`src/rtl/multicast_router.sv`:
```
// -----------------------------------------------------------------------------
// multicast_router
//
// Column router for a PE array. The router accepts bus beats addressed to its
// column (b_tag == id) and splits each beat into up to three per-lane FIFOs
// (ifmap, fltr, psum). The lanes are selected by b_en = {psum, fltr, ifmap}.
// The FIFO heads are presented to the local PE. Results from the PE go back
// to the bus through a one-entry return register.
//
// Parameters
//   DATA_WIDTH : ifmap/fltr word width; psum words are 2*DATA_WIDTH
//   TAG_WIDTH  : column ID / tag width
//   DEPTH      : entries per lane FIFO (power of two, >= 2)
//
// Ports
//   clk, rst                  : rising-edge clock, asynchronous active-high reset
//   id                        : static column ID
//   flush                     : discard all buffered lane data
//   b_valid/b_ready           : bus beat handshake
//   b_tag, b_en               : beat destination tag and lane mask
//   b_ifmap/b_fltr/b_psum     : bus beat data per lane
//   p_*_valid/p_*_ready/p_*   : lane head towards the PE (ifmap, fltr, psum)
//   pe_en                     : PE enable, high while the router is ACTIVE
//   pe_opsum_valid/ready/data : PE result into the return register
//   o_psum_valid/ready/data   : return register towards the bus
//
// Build option
//   MCAST_BROADCAST_EN : when defined, an all-ones b_tag matches every id.
// -----------------------------------------------------------------------------
module multicast_router #(
  parameter int DATA_WIDTH = 16,
  parameter int TAG_WIDTH  = 2,
  parameter int DEPTH      = 4
) (
  input  logic                      clk,
  input  logic                      rst,
  input  logic [TAG_WIDTH-1:0]      id,
  input  logic                      flush,
  input  logic                      b_valid,
  output logic                      b_ready,
  input  logic [TAG_WIDTH-1:0]      b_tag,
  input  logic [2:0]                b_en,
  input  logic [DATA_WIDTH-1:0]     b_ifmap,
  input  logic [DATA_WIDTH-1:0]     b_fltr,
  input  logic [2*DATA_WIDTH-1:0]   b_psum,
  output logic                      p_ifmap_valid,
  output logic                      p_fltr_valid,
  output logic                      p_psum_valid,
  input  logic                      p_ifmap_ready,
  input  logic                      p_fltr_ready,
  input  logic                      p_psum_ready,
  output logic [DATA_WIDTH-1:0]     p_ifmap,
  output logic [DATA_WIDTH-1:0]     p_fltr,
  output logic [2*DATA_WIDTH-1:0]   p_psum,
  output logic                      pe_en,
  input  logic                      pe_opsum_valid,
  output logic                      pe_opsum_ready,
  input  logic [2*DATA_WIDTH-1:0]   pe_opsum,
  output logic                      o_psum_valid,
  input  logic                      o_psum_ready,
  output logic [2*DATA_WIDTH-1:0]   o_psum
);

  localparam int AW = $clog2(DEPTH);
  localparam int CW = $clog2(DEPTH + 1);

  typedef enum logic [1:0] {
    ST_IDLE,
    ST_ACTIVE,
    ST_FLUSH
  } state_t;

  state_t state, state_next;

  // Lane index: 0 = ifmap, 1 = fltr, 2 = psum (same order as b_en).
  logic [2:0]    full;
  logic [2:0]    empty;
  logic [2:0]    push;
  logic [2:0]    pop;
  logic [2:0]    lane_ready;
  logic [AW-1:0] wr_ptr [3];
  logic [AW-1:0] rd_ptr [3];
  logic [CW-1:0] count  [3];

  logic match;
  logic xfer;

`ifdef MCAST_BROADCAST_EN
  assign match = (b_tag == id) || (&b_tag);
`else
  assign match = (b_tag == id);
`endif

  for (genvar g = 0; g < 3; g++) begin : g_lane_flags
    assign full[g]  = (count[g] == CW'(DEPTH));
    assign empty[g] = (count[g] == '0);
  end

  assign lane_ready = {p_psum_ready, p_fltr_ready, p_ifmap_ready};

  // A beat for another column is consumed without effect. A matching beat
  // stalls if any selected lane is full, even when that lane pops this
  // cycle. This keeps the ready path free of the PE-side handshake.
  assign b_ready = (state != ST_FLUSH) && (!match || ((full & b_en) == 3'b000));
  assign xfer    = b_valid && b_ready && match;
  assign push    = {3{xfer}} & b_en;
  assign pop     = ~empty & lane_ready;

  // ---------------------------------------------------------------------------
  // Lane FIFO control. A flush clears every lane. The flush takes priority
  // over a push in the same cycle.
  // ---------------------------------------------------------------------------
  // NOTE: state registers use non-blocking assignments so every flop samples
  // pre-edge values regardless of process evaluation order.
  always_ff @(posedge clk or posedge rst) begin
    if (rst) begin
      for (int i = 0; i < 3; i++) begin
        wr_ptr[i] <= '0;
        rd_ptr[i] <= '0;
        count[i]  <= '0;
      end
    end else if (flush) begin
      for (int i = 0; i < 3; i++) begin
        wr_ptr[i] <= '0;
        rd_ptr[i] <= '0;
        count[i]  <= '0;
      end
    end else begin
      for (int i = 0; i < 3; i++) begin
        // Pointers are AW bits wide, so they wrap modulo DEPTH by overflow.
        if (push[i]) wr_ptr[i] <= wr_ptr[i] + 1'b1;
        if (pop[i])  rd_ptr[i] <= rd_ptr[i] + 1'b1;
        if (push[i] && !pop[i])      count[i] <= count[i] + 1'b1;
        else if (!push[i] && pop[i]) count[i] <= count[i] - 1'b1;
      end
    end
  end

  // NOTE: the storage arrays have no reset. The counts alone decide validity,
  // so the contents of the arrays are never observed before they are written.
  logic [DATA_WIDTH-1:0]   ifmap_mem [DEPTH];
  logic [DATA_WIDTH-1:0]   fltr_mem  [DEPTH];
  logic [2*DATA_WIDTH-1:0] psum_mem  [DEPTH];

  always_ff @(posedge clk) begin
    if (push[0]) ifmap_mem[wr_ptr[0]] <= b_ifmap;
    if (push[1]) fltr_mem[wr_ptr[1]]  <= b_fltr;
    if (push[2]) psum_mem[wr_ptr[2]]  <= b_psum;
  end

  // The head is read from storage, so a pushed word appears the cycle after
  // the push. There is no bypass path for an empty lane.
  assign p_ifmap       = ifmap_mem[rd_ptr[0]];
  assign p_fltr        = fltr_mem[rd_ptr[1]];
  assign p_psum        = psum_mem[rd_ptr[2]];
  assign p_ifmap_valid = !empty[0];
  assign p_fltr_valid  = !empty[1];
  assign p_psum_valid  = !empty[2];

  // ---------------------------------------------------------------------------
  // Control FSM
  // ---------------------------------------------------------------------------
  always_ff @(posedge clk or posedge rst) begin
    if (rst) state <= ST_IDLE;
    else     state <= state_next;
  end

  // NOTE: state_next gets a default before the case statement. Every path then
  // assigns it, so no latch is inferred.
  always_comb begin
    state_next = state;
    if (flush) begin
      state_next = ST_FLUSH;
    end else begin
      case (state)
        ST_IDLE:   if (xfer) state_next = ST_ACTIVE;
        ST_ACTIVE: if ((&empty) && (push == 3'b000) && !o_psum_valid)
                     state_next = ST_IDLE;
        ST_FLUSH:  state_next = ST_IDLE;
        default:   state_next = ST_IDLE;
      endcase
    end
  end

  assign pe_en = (state == ST_ACTIVE);

  // ---------------------------------------------------------------------------
  // Return register. A flush does not clear it, so a finished result is never
  // lost to the bus.
  // ---------------------------------------------------------------------------
  assign pe_opsum_ready = !o_psum_valid || o_psum_ready;

  always_ff @(posedge clk or posedge rst) begin
    if (rst) begin
      o_psum_valid <= 1'b0;
      o_psum       <= '0;
    end else if (pe_opsum_valid && pe_opsum_ready) begin
      o_psum_valid <= 1'b1;
      o_psum       <= pe_opsum;
    end else if (o_psum_ready) begin
      o_psum_valid <= 1'b0;
    end
  end

endmodule

```
`config.mk`:
```
export PLATFORM = sky130hd
export DESIGN_NAME = multicast_router
export DESIGN_NICKNAME = d
export VERILOG_FILES = /design/src/rtl/multicast_router.sv
export SDC_FILE = /design/constraint.sdc
export NUM_CORES = 1
export LEC_CHECK = 0
export ABC_AREA = 1
export CORE_UTILIZATION = 53
export DETAILED_ROUTE_END_ITERATION = 10
export PLACE_DENSITY = 0.8
export SETUP_SLACK_MARGIN = 0.05
export SYNTH_ARGS = -nofsm -noshare
export SYNTH_HDL_FRONTEND = slang
export SYNTH_SLANG_ARGS = --single-unit
```
`constraint.sdc`:
```
create_clock -name clk -period 3.8 [get_ports clk]
set_input_delay 0.57 -clock clk [delete_from_list [all_inputs] [get_ports clk]]
set_output_delay 0.57 -clock clk [all_outputs]
set_load 0.02 [all_outputs]
```
==> impl_metrics.prom, run 1 <==
# TYPE chip_impl_metric gauge
chip_impl_info{name="status",value="complete, no violations"} 1
chip_impl_info{name="reg2reg_to",value="count[1]$_DFFE_PP0P_"} 1
chip_impl_metric{name="fill_cells",unit=""} 1516
chip_impl_metric{name="muxShareOfSynthArea",unit="%"} 2.93
chip_impl_metric{name="die-height",unit="um"} 154
chip_impl_metric{name="fin_total_pwr",unit="mW"} 9.34
chip_impl_metric{name="grt.met1_usage",unit="%"} 27.7
chip_impl_metric{name="fin_worst_skew",unit="ps"} 21.0
chip_impl_info{name="setup_repair_after_global_routing_missed_its_margin",value="no"} 1
chip_impl_metric{name="grt_use_met2",unit="%"} 38.6
chip_impl_metric{name="globalRouteOverflowTotal",unit=""} 0
chip_impl_metric{name="syn_inst",unit=""} 914
chip_impl_metric{name="synth.cell_area",unit="mm^2"} 0.0123
chip_impl_metric{name="floorplan.io_pins",unit=""} 215
chip_impl_metric{name="synth_xor_area_share",unit="%"} 0.284
chip_impl_metric{name="grt_use_met3",unit="%"} 5.86
chip_impl_metric{name="area_taken_by_multi_input_logic_gates",unit="mm^2"} 0.00284
chip_impl_metric{name="max_slew_margin",unit="%"} 36.7
chip_impl_metric{name="synth-compound-area-share",unit="%"} 9.59
chip_impl_metric{name="antenna_found_initial",unit=""} 3
chip_impl_metric{name="crit_fanout",unit=""} 19
chip_impl_metric{name="max-clock-path-buffers",unit=""} 3
chip_impl_metric{name="sequentialPowerShare",unit="%"} 41.8
chip_impl_metric{name="synth_sequential_area_ratio",unit="%"} 73.8
chip_impl_metric{name="cts_inserted_buffers",unit=""} 30
chip_impl_metric{name="finalCoreUtilization",unit="%"} 69.6
chip_impl_metric{name="final_antenna_net_count",unit=""} 0
chip_impl_metric{name="worstPathBufferInverterCount",unit=""} 3
chip_impl_metric{name="cts-hold-fix-buffers",unit=""} 0
chip_impl_metric{name="vias",unit=""} 7954
chip_impl_info{name="cts.root.buffer_cell",value="sky130_fd_sc_hd__clkbuf_16"} 1
chip_impl_metric{name="yosysWarningCount",unit=""} 0
chip_impl_metric{name="power_density",unit="mW/mm^2"} 591
chip_impl_metric{name="synth.net_count",unit=""} 1041
chip_impl_metric{name="setup_ws",unit="ps"} 444
chip_impl_metric{name="p_switching",unit="mW"} 2.82
chip_impl_info{name="tritoncts",value="built"} 1
chip_impl_metric{name="timing.critical_path.slowest_cell_delay",unit="ps"} 670
chip_impl_metric{name="placementRows",unit=""} 55
chip_impl_metric{name="internal_power",unit="mW"} 6.52
chip_impl_info{name="largest_family_of_logic_cells_by_synthesized_area",value="compound AO/OA/AOI/OAI gates"} 1
chip_impl_metric{name="tritonroute_pass_1_iters",unit=""} 4
chip_impl_metric{name="postRouteWirelength",unit="mm"} 26.6
chip_impl_metric{name="share_of_synthesized_cell_area_in_and_or_nand_and_nor_gates",unit="%"} 8.49
chip_impl_info{name="critical_path.startpoint_type",value="flip-flop"} 1
chip_impl_metric{name="pin_count_of_the_biggest_net_entering_global_routing",unit=""} 66
chip_impl_metric{name="layout-drive-gt1-share",unit="%"} 11.5
chip_impl_info{name="critical-path-slowest-cell",value="sky130_fd_sc_hd__clkdlybuf4s50_1"} 1
chip_impl_metric{name="via_count_of_the_first_global_routing_pass",unit=""} 8197
chip_impl_metric{name="cts_resized",unit=""} 0
chip_impl_metric{name="groute.usage.overall",unit="%"} 22.5
chip_impl_metric{name="period_utilization_post_route",unit="%"} 88.3
chip_impl_info{name="timing.rr.start",value="count[2]$_DFFE_PP0P_"} 1
chip_impl_metric{name="drt_iter0_drc",unit=""} 507
chip_impl_metric{name="leakage",unit="nW"} 5.71
chip_impl_metric{name="ir_worst_vdd",unit="mV"} 0.420
chip_impl_metric{name="finalWorstPathRequiredPeriod",unit="ps"} 3360
chip_impl_metric{name="place_area",unit="mm^2"} 0.0148
chip_impl_metric{name="chipWidth",unit="um"} 154
chip_impl_metric{name="final_max_slew_viol_count",unit=""} 0
chip_impl_metric{name="synth.ff_latch_count",unit=""} 312
chip_impl_metric{name="drv_cap",unit=""} 0
chip_impl_metric{name="design.die.area",unit="mm^2"} 0.0239
chip_impl_metric{name="power.combinational.fraction",unit="%"} 27.4
chip_impl_metric{name="gp_congestion",unit=""} 0.767
chip_impl_metric{name="dp.cells",unit=""} 1393
chip_impl_metric{name="initial_core_util",unit="%"} 54.2
chip_impl_metric{name="clkPwrFrac",unit="%"} 30.9
chip_impl_metric{name="yosysUniqueCellTypes",unit=""} 35
chip_impl_metric{name="clock_insertion_delay_worst_skew",unit="ps"} 560
chip_impl_metric{name="cts.reportedPaths.clkPinSlew",unit="ps"} 60
chip_impl_metric{name="io_buffer_count",unit=""} 214
chip_impl_metric{name="wire_per_inst",unit="um"} 18.3
chip_impl_metric{name="via_per_inst",unit=""} 5.49
chip_impl_metric{name="ff_latch_area",unit="mm^2"} 0.00909
chip_impl_info{name="grt.busiest_layer",value="met2"} 1
chip_impl_metric{name="reg2reg_slack",unit="ps"} 1630
chip_impl_metric{name="clock_sink_count",unit=""} 312
chip_impl_metric{name="cts.htree.levels",unit=""} 1
chip_impl_info{name="timing.setup.critical_path_class",value="reg2out"} 1
chip_impl_metric{name="finalHoldViolCount",unit=""} 0
chip_impl_metric{name="switching_share",unit="%"} 30.2
chip_impl_metric{name="cts_setup_buffers",unit=""} 0
chip_impl_metric{name="finalInstanceArea",unit="mm^2"} 0.0158
chip_impl_info{name="hp-class",value="in2async"} 1
chip_impl_metric{name="nNetsFinal",unit=""} 1267
chip_impl_info{name="crit_chain",value="inv_1, buf_4, o21ai_0, o22ai_1, clkdlybuf4s50_1"} 1
chip_impl_metric{name="r2r_cells",unit=""} 11
chip_impl_metric{name="placement.setup.worst_slack",unit="ps"} 904
chip_impl_metric{name="first_pass_grt_wire_length",unit="mm"} 41.8
chip_impl_metric{name="max_slew.worst_pin.slew",unit="ps"} 948
chip_impl_metric{name="non_filler_cells_in_the_finished_layout",unit=""} 1450
chip_impl_metric{name="path_depth",unit=""} 5
chip_impl_metric{name="totalNegativeSetupSlack",unit="ps"} 0
chip_impl_metric{name="synth.avg_cell_area",unit="um^2"} 13.5
chip_impl_metric{name="achievable-frequency",unit="MHz"} 298
chip_impl_metric{name="worst_hold_slack",unit="ps"} 415
chip_impl_info{name="timing.critical_path.max_delay_family",value="buffers and inverters"} 1
chip_impl_metric{name="setup-violations-final",unit=""} 0
chip_impl_metric{name="area_growth_synth_to_finish",unit="%"} 28.2
chip_impl_metric{name="synthAdderAreaFrac",unit="%"} 1.71
chip_impl_metric{name="drc",unit=""} 0
chip_impl_info{name="setup.worst_path.end_class",value="output port"} 1
chip_impl_metric{name="critPathRequiredTime",unit="ps"} 3230
chip_impl_metric{name="detailed_place_hpwl",unit="mm"} 16.4
chip_impl_metric{name="placeableCoreArea",unit="mm^2"} 0.0227
chip_impl_metric{name="cp_data_arrival_time",unit="ps"} 2790
[power groups by stage]
stage	clock network, mW	registers [mW]	logic (mW)
after floorplan	0	4.03	1.35
after global placement	0	3.96	2.49
after detailed placement	0	3.97	2.54
after CTS	2.93	3.90	2.56
after global routing	3.07	3.91	2.77
final	2.88	3.90	2.56
[kinds of logic after synthesis]
group,after synthesis
DFF,312
and+or+nand+nor,234
AOI/OAI and AO/OA,216
buffers and inverters,101
muxes,32
adders and majority gates,15
xor gates and xnor gates,4
[sequential cells by signal, indices dropped and copies added (netlist names)]
name / count
o_psum_valid: 1
fltr_mem: 64
count: 9
ifmap_mem: 64
rd_ptr: 6
state: 2
wr_ptr: 6
psum_mem: 128
o_psum: 32
[cells in the final DEF, fill, tap and decap left out, types with 2 or more instances in the layout]
master / count
sky130_fd_sc_hd__nand3_4: 3
sky130_fd_sc_hd__dfrtp_1: 56
sky130_fd_sc_hd__edfxtp_1: 256
sky130_fd_sc_hd__nand2_1: 35
sky130_fd_sc_hd__nor2_1: 157
sky130_fd_sc_hd__nand2_2: 5
sky130_fd_sc_hd__nand2_4: 3
sky130_fd_sc_hd__xor2_1: 3
sky130_fd_sc_hd__a21oi_2: 3
sky130_fd_sc_hd__o21ai_0: 138
sky130_fd_sc_hd__bufinv_16: 3
sky130_fd_sc_hd__mux2_2: 32
sky130_fd_sc_hd__clkdlybuf4s50_1: 214
sky130_fd_sc_hd__inv_2: 3
sky130_fd_sc_hd__buf_4: 23
sky130_fd_sc_hd__inv_1: 54
sky130_fd_sc_hd__clkinv_2: 11
sky130_fd_sc_hd__nand4_1: 3
sky130_fd_sc_hd__clkinvlp_4: 2
sky130_fd_sc_hd__a211oi_1: 2
sky130_fd_sc_hd__nor2_2: 6
sky130_fd_sc_hd__nand3_1: 16
sky130_fd_sc_hd__clkbuf_16: 30
sky130_fd_sc_hd__clkinv_1: 7
sky130_fd_sc_hd__fa_1: 3
sky130_fd_sc_hd__o21ai_1: 6
sky130_fd_sc_hd__ha_1: 12
sky130_fd_sc_hd__o22ai_1: 64
sky130_fd_sc_hd__a21oi_1: 2
[Yosys cell counts (all sizes together)]
cell	count	area share, %
a211oi	2	0.12
a21oi	5	0.29
buf	10	0.44
clkbuf	33	1.0
dfrtp	56	11
edfxtp	256	62
fa	3	0.49
ha	12	1.2
inv	58	1.8
mux2	32	2.9
nand2	43	1.6
nand3	20	1.2
nand4	5	0.43
nor2	165	5.3
nor4	1	0.051
o21ai	145	5.9
o22ai	64	3.3
xnor2	1	0.071
xor2	3	0.21
[final cells by class]
cell class / count / share of cell area (%)
inverters: 58 / 1.39
clock inverters: 26 / 1.39
clock buffers: 30 / 4.75
well taps: 285 / 2.26
multi-input cells: 501 / 18.0
diodes: 1 / 0.0158
repair buffers: 237 / 14.7
flip-flops and latches: 312 / 57.5
[worst reg2reg max path, cell delays in order, from the launching register on]
cell and delay (ps):
sky130_fd_sc_hd__dfrtp_1 430, sky130_fd_sc_hd__nand2_1 80, sky130_fd_sc_hd__inv_1 40, sky130_fd_sc_hd__nand2_1 70, sky130_fd_sc_hd__nand3_2 120, sky130_fd_sc_hd__nand2_4 110
sky130_fd_sc_hd__nand4_2 290, sky130_fd_sc_hd__nor2_1 270, sky130_fd_sc_hd__fa_1 440, sky130_fd_sc_hd__nor2_1 90, sky130_fd_sc_hd__nand2_1 60, sky130_fd_sc_hd__o21ai_1 100
[how the worst max path moves through the flow]
stage                                     start                  endpoint  slack, ps
after floorplan                        b_tag[1]  psum_mem[0][0]$_DFFE_PP_        770
after global placement                 b_tag[1]                   b_ready        930
after detailed placement               b_tag[0]                   b_ready        900
after CTS                 rd_ptr[1]$_DFFE_PP0P_                p_psum[19]        450
after global routing      rd_ptr[1]$_DFFE_PP0P_                 p_psum[0]        340
final                     rd_ptr[1]$_DFFE_PP0P_                 p_psum[0]        440
[metal layers]
metal	share of wire, %	routed length (um)	vias to the layer above
met5	0.094	25	-
met4	2.3	603	4
li1	-	-	3757
met2	50	13300	275
met3	7.5	2000	46
met1	40	10700	3872
No activity file was read; power rests on OpenSTA's default activity.
==> run 2, diff against run 1 <==
--- a/config.mk
+++ b/config.mk
@@ -7,8 +7,9 @@
 export LEC_CHECK = 0
 export ABC_AREA = 1
 export CORE_UTILIZATION = 53
+export CTS_CLUSTER_SIZE = 40
 export DETAILED_ROUTE_END_ITERATION = 10
-export PLACE_DENSITY = 0.8
+export PLACE_DENSITY_LB_ADDON = 0.05
 export SETUP_SLACK_MARGIN = 0.05
 export SYNTH_ARGS = -nofsm -noshare
 export SYNTH_HDL_FRONTEND = slang
==> impl_metrics.prom, run 2 (synthesis gave the netlist of run 1 again) <==
# TYPE chip_impl_metric gauge
chip_impl_metric{name="placeableCoreArea",unit="mm^2"} 0.0227
chip_impl_metric{name="wire_per_inst",unit="um"} 17.1
chip_impl_metric{name="final_antenna_net_count",unit=""} 0
chip_impl_metric{name="floorplan.io_pins",unit=""} 215
chip_impl_metric{name="largest_register_ffs",unit=""} 128
chip_impl_metric{name="vias",unit=""} 7782
chip_impl_info{name="status",value="complete, no violations"} 1
chip_impl_metric{name="io_buffer_count",unit=""} 214
chip_impl_metric{name="clock_insertion_delay_worst_skew",unit="ps"} 550
chip_impl_metric{name="cts-hold-fix-buffers",unit=""} 0
chip_impl_info{name="critical_path.startpoint_type",value="flip-flop"} 1
chip_impl_info{name="hp-class",value="in2async"} 1
chip_impl_metric{name="power_density",unit="mW/mm^2"} 583
chip_impl_metric{name="nNetsFinal",unit=""} 1272
chip_impl_metric{name="setup-violations-final",unit=""} 0
chip_impl_info{name="crit_chain",value="inv_1, o21ai_0, o22ai_1, clkdlybuf4s50_1"} 1
chip_impl_metric{name="cp_data_arrival_time",unit="ps"} 2660
chip_impl_metric{name="gp_congestion",unit=""} 0.800
chip_impl_info{name="setup.worst_path.end_class",value="output port"} 1
chip_impl_metric{name="final_max_slew_viol_count",unit=""} 0
chip_impl_metric{name="pin_count_of_the_biggest_net_entering_global_routing",unit=""} 66
chip_impl_metric{name="layout-drive-gt1-share",unit="%"} 11.2
chip_impl_metric{name="tritonroute_pass_1_iters",unit=""} 5
chip_impl_metric{name="fin_worst_skew",unit="ps"} 21.0
chip_impl_metric{name="ff_latch_area",unit="mm^2"} 0.00909
chip_impl_metric{name="area_growth_synth_to_finish",unit="%"} 28.2
chip_impl_info{name="timing.setup.critical_path_class",value="reg2out"} 1
chip_impl_metric{name="achievable-frequency",unit="MHz"} 310
chip_impl_metric{name="via_count_of_the_first_global_routing_pass",unit=""} 7700
chip_impl_metric{name="drv_cap",unit=""} 0
chip_impl_metric{name="chipWidth",unit="um"} 154
chip_impl_metric{name="finalWorstPathRequiredPeriod",unit="ps"} 3230
chip_impl_metric{name="setup_ws",unit="ps"} 574
chip_impl_metric{name="fill_cells",unit=""} 1667
chip_impl_metric{name="drc",unit=""} 0
chip_impl_metric{name="placementRows",unit=""} 55
chip_impl_metric{name="worstPathBufferInverterCount",unit=""} 2
chip_impl_metric{name="period_utilization_post_route",unit="%"} 84.9
chip_impl_metric{name="drt_iter0_drc",unit=""} 474
chip_impl_metric{name="critPathRequiredTime",unit="ps"} 3230
chip_impl_metric{name="design.die.area",unit="mm^2"} 0.0239
chip_impl_metric{name="max-clock-path-buffers",unit=""} 3
chip_impl_info{name="cts.root.buffer_cell",value="sky130_fd_sc_hd__clkbuf_16"} 1
chip_impl_metric{name="totalNegativeSetupSlack",unit="ps"} 0
chip_impl_metric{name="antenna_cells_inserted",unit=""} 0
chip_impl_metric{name="area_taken_by_multi_input_logic_gates",unit="mm^2"} 0.00284
chip_impl_metric{name="die-height",unit="um"} 154
chip_impl_metric{name="timing.critical_path.slowest_cell_delay",unit="ps"} 640
chip_impl_metric{name="cts_inserted_buffers",unit=""} 31
chip_impl_metric{name="finalHoldViolCount",unit=""} 0
chip_impl_metric{name="max_slew.worst_pin.slew",unit="ps"} 802
chip_impl_metric{name="cts.reportedPaths.clkPinSlew",unit="ps"} 60
chip_impl_metric{name="globalRouteOverflowTotal",unit=""} 0
chip_impl_info{name="most-common-layout-cells",value="sky130_fd_sc_hd__edfxtp_1 (256), sky130_fd_sc_hd__clkdlybuf4s50_1 (214), sky130_fd_sc_hd__nor2_1 (157), sky130_fd_sc_hd__o21ai_0 (138), sky130_fd_sc_hd__o22ai_1 (64)"} 1
chip_impl_metric{name="groute.usage.overall",unit="%"} 21.2
chip_impl_metric{name="initial_core_util",unit="%"} 54.2
chip_impl_info{name="mostFrequentLayoutCell",value="sky130_fd_sc_hd__edfxtp_1"} 1
chip_impl_metric{name="max_slew_margin",unit="%"} 46.5
chip_impl_metric{name="clock_sink_count",unit=""} 312
chip_impl_metric{name="ir_worst_vdd",unit="mV"} 0.419
chip_impl_info{name="tritoncts",value="built"} 1
chip_impl_info{name="critical-path-slowest-cell",value="sky130_fd_sc_hd__clkdlybuf4s50_1"} 1
chip_impl_metric{name="crit_fanout",unit=""} 17
chip_impl_metric{name="first_pass_grt_wire_length",unit="mm"} 39.8
chip_impl_metric{name="antenna_found_initial",unit=""} 0
chip_impl_info{name="setup_repair_after_global_routing_missed_its_margin",value="no"} 1
chip_impl_metric{name="leakage",unit="nW"} 5.70
chip_impl_info{name="timing.critical_path.max_delay_family",value="buffers and inverters"} 1
chip_impl_metric{name="detailed_place_hpwl",unit="mm"} 15.4
chip_impl_metric{name="cts_resized",unit=""} 0
chip_impl_metric{name="cts.htree.levels",unit=""} 1
chip_impl_metric{name="cts_setup_buffers",unit=""} 0
chip_impl_metric{name="postRouteWirelength",unit="mm"} 24.9
chip_impl_metric{name="via_per_inst",unit=""} 5.35
chip_impl_metric{name="placement.setup.worst_slack",unit="ps"} 944
==> run 2: changes by cell type in the layout (fill, tap and decap cells not counted), sizes merged <==
cell      change
clkinv        -9
clkbuf       +15
inv           -1
diode         -1
clkinvlp      -1
buf           +4
bufinv        -2
==> run 2: layer usage <==
| metal | up-vias | wire [um] | GRT usage (%) |
|---|---|---|---|
| met4 | 0 | 388 | 5.00 |
| met5 | - | 0 | 0 |
| li1 | 3764 | - | - |
| met1 | 3778 | 10200 | 27.2 |
| met3 | 29 | 1710 | 4.96 |
| met2 | 211 | 12600 | 36.8 |
==> run 2: layout make-up <==
| cell class | count | area share (%) |
|---|---|---|
| tap | 285 | 2.26 |
| clock buffer | 45 | 5.31 |
| inverter | 58 | 1.39 |
| sequential | 312 | 57.6 |
| timing repair buffer | 241 | 14.8 |
| clock inverter | 13 | 0.618 |
| multi-input combinational | 501 | 18.0 |
==> run 2: worst reg2reg max path: stages (launching register included) <==
cell                      delay [ps]
sky130_fd_sc_hd__dfrtp_1         450
sky130_fd_sc_hd__nand2_1          90
sky130_fd_sc_hd__inv_1            40
sky130_fd_sc_hd__nand2_1          60
sky130_fd_sc_hd__nand3_2         100
sky130_fd_sc_hd__nand2_4         110
sky130_fd_sc_hd__nand4_2         300
sky130_fd_sc_hd__nor2_1          280
sky130_fd_sc_hd__fa_1            440
sky130_fd_sc_hd__nor2_1          100
sky130_fd_sc_hd__nand2_1          60
sky130_fd_sc_hd__o21ai_1          70
==> run 2: per-stage QoR <==
stage / power (mW) / hold WS [ps] / cells / cell area [um^2] / util [%]
2_1_floorplan: 5.38 / 531 / 914 / 12300 / -
3_3_place_gp: 6.48 / 486 / 1397 / 14900 / 65.4
3_5_place_dp: 6.51 / 491 / 1397 / 14900 / 65.4
4_1_cts: 9.29 / 505 / 1455 / 15800 / 69.5
5_1_grt: 9.64 / 514 / 1455 / 15800 / 69.5
6_report: 9.21 / 501 / 1455 / 15800 / 69.5
==> run 2: worst paths after layout <==
path / cells past startpoint / to / slack (ps) / start
setup / recovery: 4 / p_ifmap[10] / 570 / rd_ptr[5]$_DFFE_PP0P_
hold / removal: 2 / o_psum[13]$_DFFE_PP0P_ / 500 / rst
setup reg to reg: 11 / count[1]$_DFFE_PP0P_ / 1640 / count[8]$_DFFE_PP0P_
hold reg to reg: 1 / o_psum[4]$_DFFE_PP0P_ / 500 / o_psum[4]$_DFFE_PP0P_
max in group asynchronous: 3 / rd_ptr[5]$_DFFE_PP0P_ / 2600 / rst
min in group clk: 1 / o_psum[4]$_DFFE_PP0P_ / 500 / o_psum[4]$_DFFE_PP0P_
==> run 2: power breakdown <==
part	total [mW]	internal [mW]	switching, mW
Clock	2.79	1.60	1.19
Combinational	2.53	1.06	1.47
Sequential	3.90	3.82	0.0764
Total	9.21	6.48	2.74
==> run 3, diff against run 2 <==
==> constraint.sdc (replaced) <==
create_clock -name clk -period 3.4 [get_ports clk]
set_input_delay 0.51 -clock clk [delete_from_list [all_inputs] [get_ports clk]]
set_output_delay 0.51 -clock clk [all_outputs]
set_load 0.02 [all_outputs]
==> impl_metrics.prom, run 3 (synthesis gave the netlist of run 1 again) <==
# TYPE chip_impl_metric gauge
chip_impl_metric{name="design.die.area",unit="mm^2"} 0.0239
chip_impl_metric{name="globalRouteOverflowTotal",unit=""} 0
chip_impl_metric{name="die-height",unit="um"} 154
chip_impl_metric{name="final_antenna_net_count",unit=""} 0
chip_impl_info{name="crit_chain",value="inv_1, buf_4, o21ai_0, o22ai_1, clkdlybuf4s50_1"} 1
chip_impl_metric{name="first_pass_grt_wire_length",unit="mm"} 39.8
chip_impl_metric{name="sequentialPowerShare",unit="%"} 40.9
chip_impl_metric{name="cts.htree.levels",unit=""} 1
chip_impl_metric{name="grt.met1_usage",unit="%"} 27.3
chip_impl_metric{name="placement.setup.worst_slack",unit="ps"} 616
chip_impl_metric{name="ir_worst_vdd",unit="mV"} 0.498
chip_impl_metric{name="wire_per_inst",unit="um"} 17.3
chip_impl_metric{name="antenna_cells_inserted",unit=""} 0
chip_impl_metric{name="drc",unit=""} 0
chip_impl_metric{name="gp_congestion",unit=""} 0.826
chip_impl_metric{name="grt_use_met2",unit="%"} 36.6
chip_impl_metric{name="switching_share",unit="%"} 29.1
chip_impl_metric{name="pin_count_of_the_biggest_net_entering_global_routing",unit=""} 66
chip_impl_metric{name="reg2reg_slack",unit="ps"} 1220
chip_impl_metric{name="finalCoreUtilization",unit="%"} 70.4
chip_impl_metric{name="clock_sink_count",unit=""} 312
chip_impl_metric{name="largest_register_ffs",unit=""} 128
chip_impl_metric{name="setup_ws",unit="ps"} 356
chip_impl_info{name="cts.root.buffer_cell",value="sky130_fd_sc_hd__clkbuf_16"} 1
chip_impl_metric{name="clock_insertion_delay_worst_skew",unit="ps"} 540
chip_impl_metric{name="cts_inserted_buffers",unit=""} 31
chip_impl_metric{name="via_count_of_the_first_global_routing_pass",unit=""} 7814
chip_impl_info{name="tritoncts",value="built"} 1
chip_impl_metric{name="crit_fanout",unit=""} 22
chip_impl_metric{name="max_slew_margin",unit="%"} 56.5
chip_impl_metric{name="groute.usage.overall",unit="%"} 21.3
chip_impl_metric{name="finalWorstPathRequiredPeriod",unit="ps"} 3040
chip_impl_info{name="setup_repair_after_global_routing_missed_its_margin",value="no"} 1
chip_impl_info{name="mostFrequentLayoutCell",value="sky130_fd_sc_hd__edfxtp_1"} 1
chip_impl_metric{name="worstPathBufferInverterCount",unit=""} 3
chip_impl_info{name="status",value="complete, no violations"} 1
chip_impl_metric{name="setup-violations-final",unit=""} 0
chip_impl_metric{name="layout-drive-gt1-share",unit="%"} 11.5
chip_impl_metric{name="totalNegativeSetupSlack",unit="ps"} 0
chip_impl_metric{name="detailed_place_hpwl",unit="mm"} 15.4
chip_impl_metric{name="cp_data_arrival_time",unit="ps"} 2530
chip_impl_metric{name="cts_setup_buffers",unit=""} 0
chip_impl_metric{name="postRouteWirelength",unit="mm"} 25.2
chip_impl_metric{name="placeableCoreArea",unit="mm^2"} 0.0227
chip_impl_metric{name="fill_cells",unit=""} 1603
chip_impl_metric{name="floorplan.io_pins",unit=""} 215
chip_impl_metric{name="achievable-frequency",unit="MHz"} 329
chip_impl_metric{name="io_buffer_count",unit=""} 214
chip_impl_info{name="reg2reg_to",value="count[5]$_DFFE_PP0P_"} 1
chip_impl_metric{name="final_max_slew_viol_count",unit=""} 0
chip_impl_metric{name="max_slew.worst_pin.slew",unit="ps"} 652
chip_impl_metric{name="antenna_found_initial",unit=""} 0
chip_impl_metric{name="drv_cap",unit=""} 0
chip_impl_metric{name="timing.critical_path.slowest_cell_delay",unit="ps"} 630
chip_impl_metric{name="finalHoldViolCount",unit=""} 0
chip_impl_metric{name="initial_core_util",unit="%"} 54.2
chip_impl_metric{name="max-clock-path-buffers",unit=""} 3
chip_impl_metric{name="power.combinational.fraction",unit="%"} 27.1
chip_impl_info{name="critical-path-slowest-cell",value="sky130_fd_sc_hd__clkdlybuf4s50_1"} 1
chip_impl_metric{name="fin_total_pwr",unit="mW"} 10.6
chip_impl_info{name="critical_path.startpoint_type",value="flip-flop"} 1
chip_impl_metric{name="grt_use_met3",unit="%"} 4.15
chip_impl_info{name="timing.setup.critical_path_class",value="reg2out"} 1
chip_impl_metric{name="nNetsFinal",unit=""} 1273
chip_impl_metric{name="r2r_cells",unit=""} 14
chip_impl_metric{name="chipWidth",unit="um"} 154
chip_impl_metric{name="critPathRequiredTime",unit="ps"} 2890
chip_impl_metric{name="dp.cells",unit=""} 1398
chip_impl_info{name="setup.worst_path.end_class",value="output port"} 1
chip_impl_metric{name="leakage",unit="nW"} 5.78
chip_impl_metric{name="worst_hold_slack",unit="ps"} 351
chip_impl_metric{name="drt_iter0_drc",unit=""} 381
chip_impl_info{name="hp-class",value="in2async"} 1
chip_impl_info{name="timing.critical_path.max_delay_family",value="buffers and inverters"} 1
chip_impl_metric{name="cts.reportedPaths.clkPinSlew",unit="ps"} 60
chip_impl_info{name="timing.rr.start",value="count[7]$_DFFE_PP0P_"} 1
chip_impl_metric{name="cts_resized",unit=""} 0
chip_impl_metric{name="internal_power",unit="mW"} 7.54
chip_impl_metric{name="placementRows",unit=""} 55
chip_impl_metric{name="ff_latch_area",unit="mm^2"} 0.00909
chip_impl_info{name="grt.busiest_layer",value="met2"} 1
chip_impl_info{name="most-common-layout-cells",value="sky130_fd_sc_hd__edfxtp_1 (256), sky130_fd_sc_hd__clkdlybuf4s50_1 (214), sky130_fd_sc_hd__nor2_1 (157), sky130_fd_sc_hd__o21ai_0 (138), sky130_fd_sc_hd__o22ai_1 (64)"} 1
chip_impl_metric{name="area_growth_synth_to_finish",unit="%"} 29.7
chip_impl_metric{name="fin_worst_skew",unit="ps"} 13.8
chip_impl_metric{name="via_per_inst",unit=""} 5.41
chip_impl_metric{name="area_taken_by_multi_input_logic_gates",unit="mm^2"} 0.00284
chip_impl_metric{name="vias",unit=""} 7877
chip_impl_metric{name="place_area",unit="mm^2"} 0.0149
chip_impl_metric{name="tritonroute_pass_1_iters",unit=""} 6
chip_impl_metric{name="clkPwrFrac",unit="%"} 31.9
chip_impl_metric{name="power_density",unit="mW/mm^2"} 665
chip_impl_metric{name="finalInstanceArea",unit="mm^2"} 0.0160
chip_impl_metric{name="p_switching",unit="mW"} 3.09
chip_impl_metric{name="cts-hold-fix-buffers",unit=""} 0
chip_impl_metric{name="period_utilization_post_route",unit="%"} 89.5
chip_impl_metric{name="non_filler_cells_in_the_finished_layout",unit=""} 1456
-- run 3: worst reg2reg max path: stages (launching register included) --
cell and delay (ps):
sky130_fd_sc_hd__dfrtp_1 380, sky130_fd_sc_hd__nor2_1 230, sky130_fd_sc_hd__nand2_1 100, sky130_fd_sc_hd__nand3_2 100, sky130_fd_sc_hd__nand2_4 80, sky130_fd_sc_hd__nand3_4 90, sky130_fd_sc_hd__nor2_1 50, sky130_fd_sc_hd__nand2_1 140
sky130_fd_sc_hd__inv_1 70, sky130_fd_sc_hd__fa_1 370, sky130_fd_sc_hd__xnor2_1 200, sky130_fd_sc_hd__inv_1 70, sky130_fd_sc_hd__nand2_1 70, sky130_fd_sc_hd__nand3_1 80, sky130_fd_sc_hd__o21ai_2 80
-- run 3: cell type report --
| cell class | count | area share (%) |
|---|---|---|
| Clock buffer | 38 | 5.02 |
| Inverter | 58 | 1.38 |
| Tap cell | 285 | 2.23 |
| Clock inverter | 20 | 1.42 |
| Timing Repair Buffer | 242 | 15.3 |
| Multi-Input combinational cell | 501 | 17.8 |
| Sequential cell | 312 | 56.9 |
-- run 3: routing by layer --
metal  vias to the layer above  part of all wire [%]
met2                       247                    51
met5                         -                     0
met1                      3821                    41
met4                         0                   2.3
met3                        43                   6.2
li1                       3766                     -
-- run 3: worst max-delay path by stage --
stage                           from                        to  slack [ps]  cells after the start
2_1_floorplan               b_tag[1]  psum_mem[0][0]$_DFFE_PP_         430                      8
3_5_place_dp                   id[0]      count[1]$_DFFE_PP0P_         620                     11
4_1_cts        rd_ptr[4]$_DFFE_PP0P_                p_ifmap[9]         310                      5
6_report       rd_ptr[4]$_DFFE_PP0P_                p_ifmap[9]         360                      5
5_1_grt        rd_ptr[4]$_DFFE_PP0P_                p_ifmap[9]         170                      5
3_3_place_gp                b_tag[1]      count[1]$_DFFE_PP0P_         680                     13
-- run 3: power groups by stage --
stage	logic (mW)	registers [mW]	clock network, mW
after floorplan	1.51	4.50	0
after global placement	2.87	4.42	0
after detailed placement	2.90	4.43	0
after CTS	2.91	4.35	3.47
after global routing	3.13	4.37	3.61
final	2.88	4.35	3.40
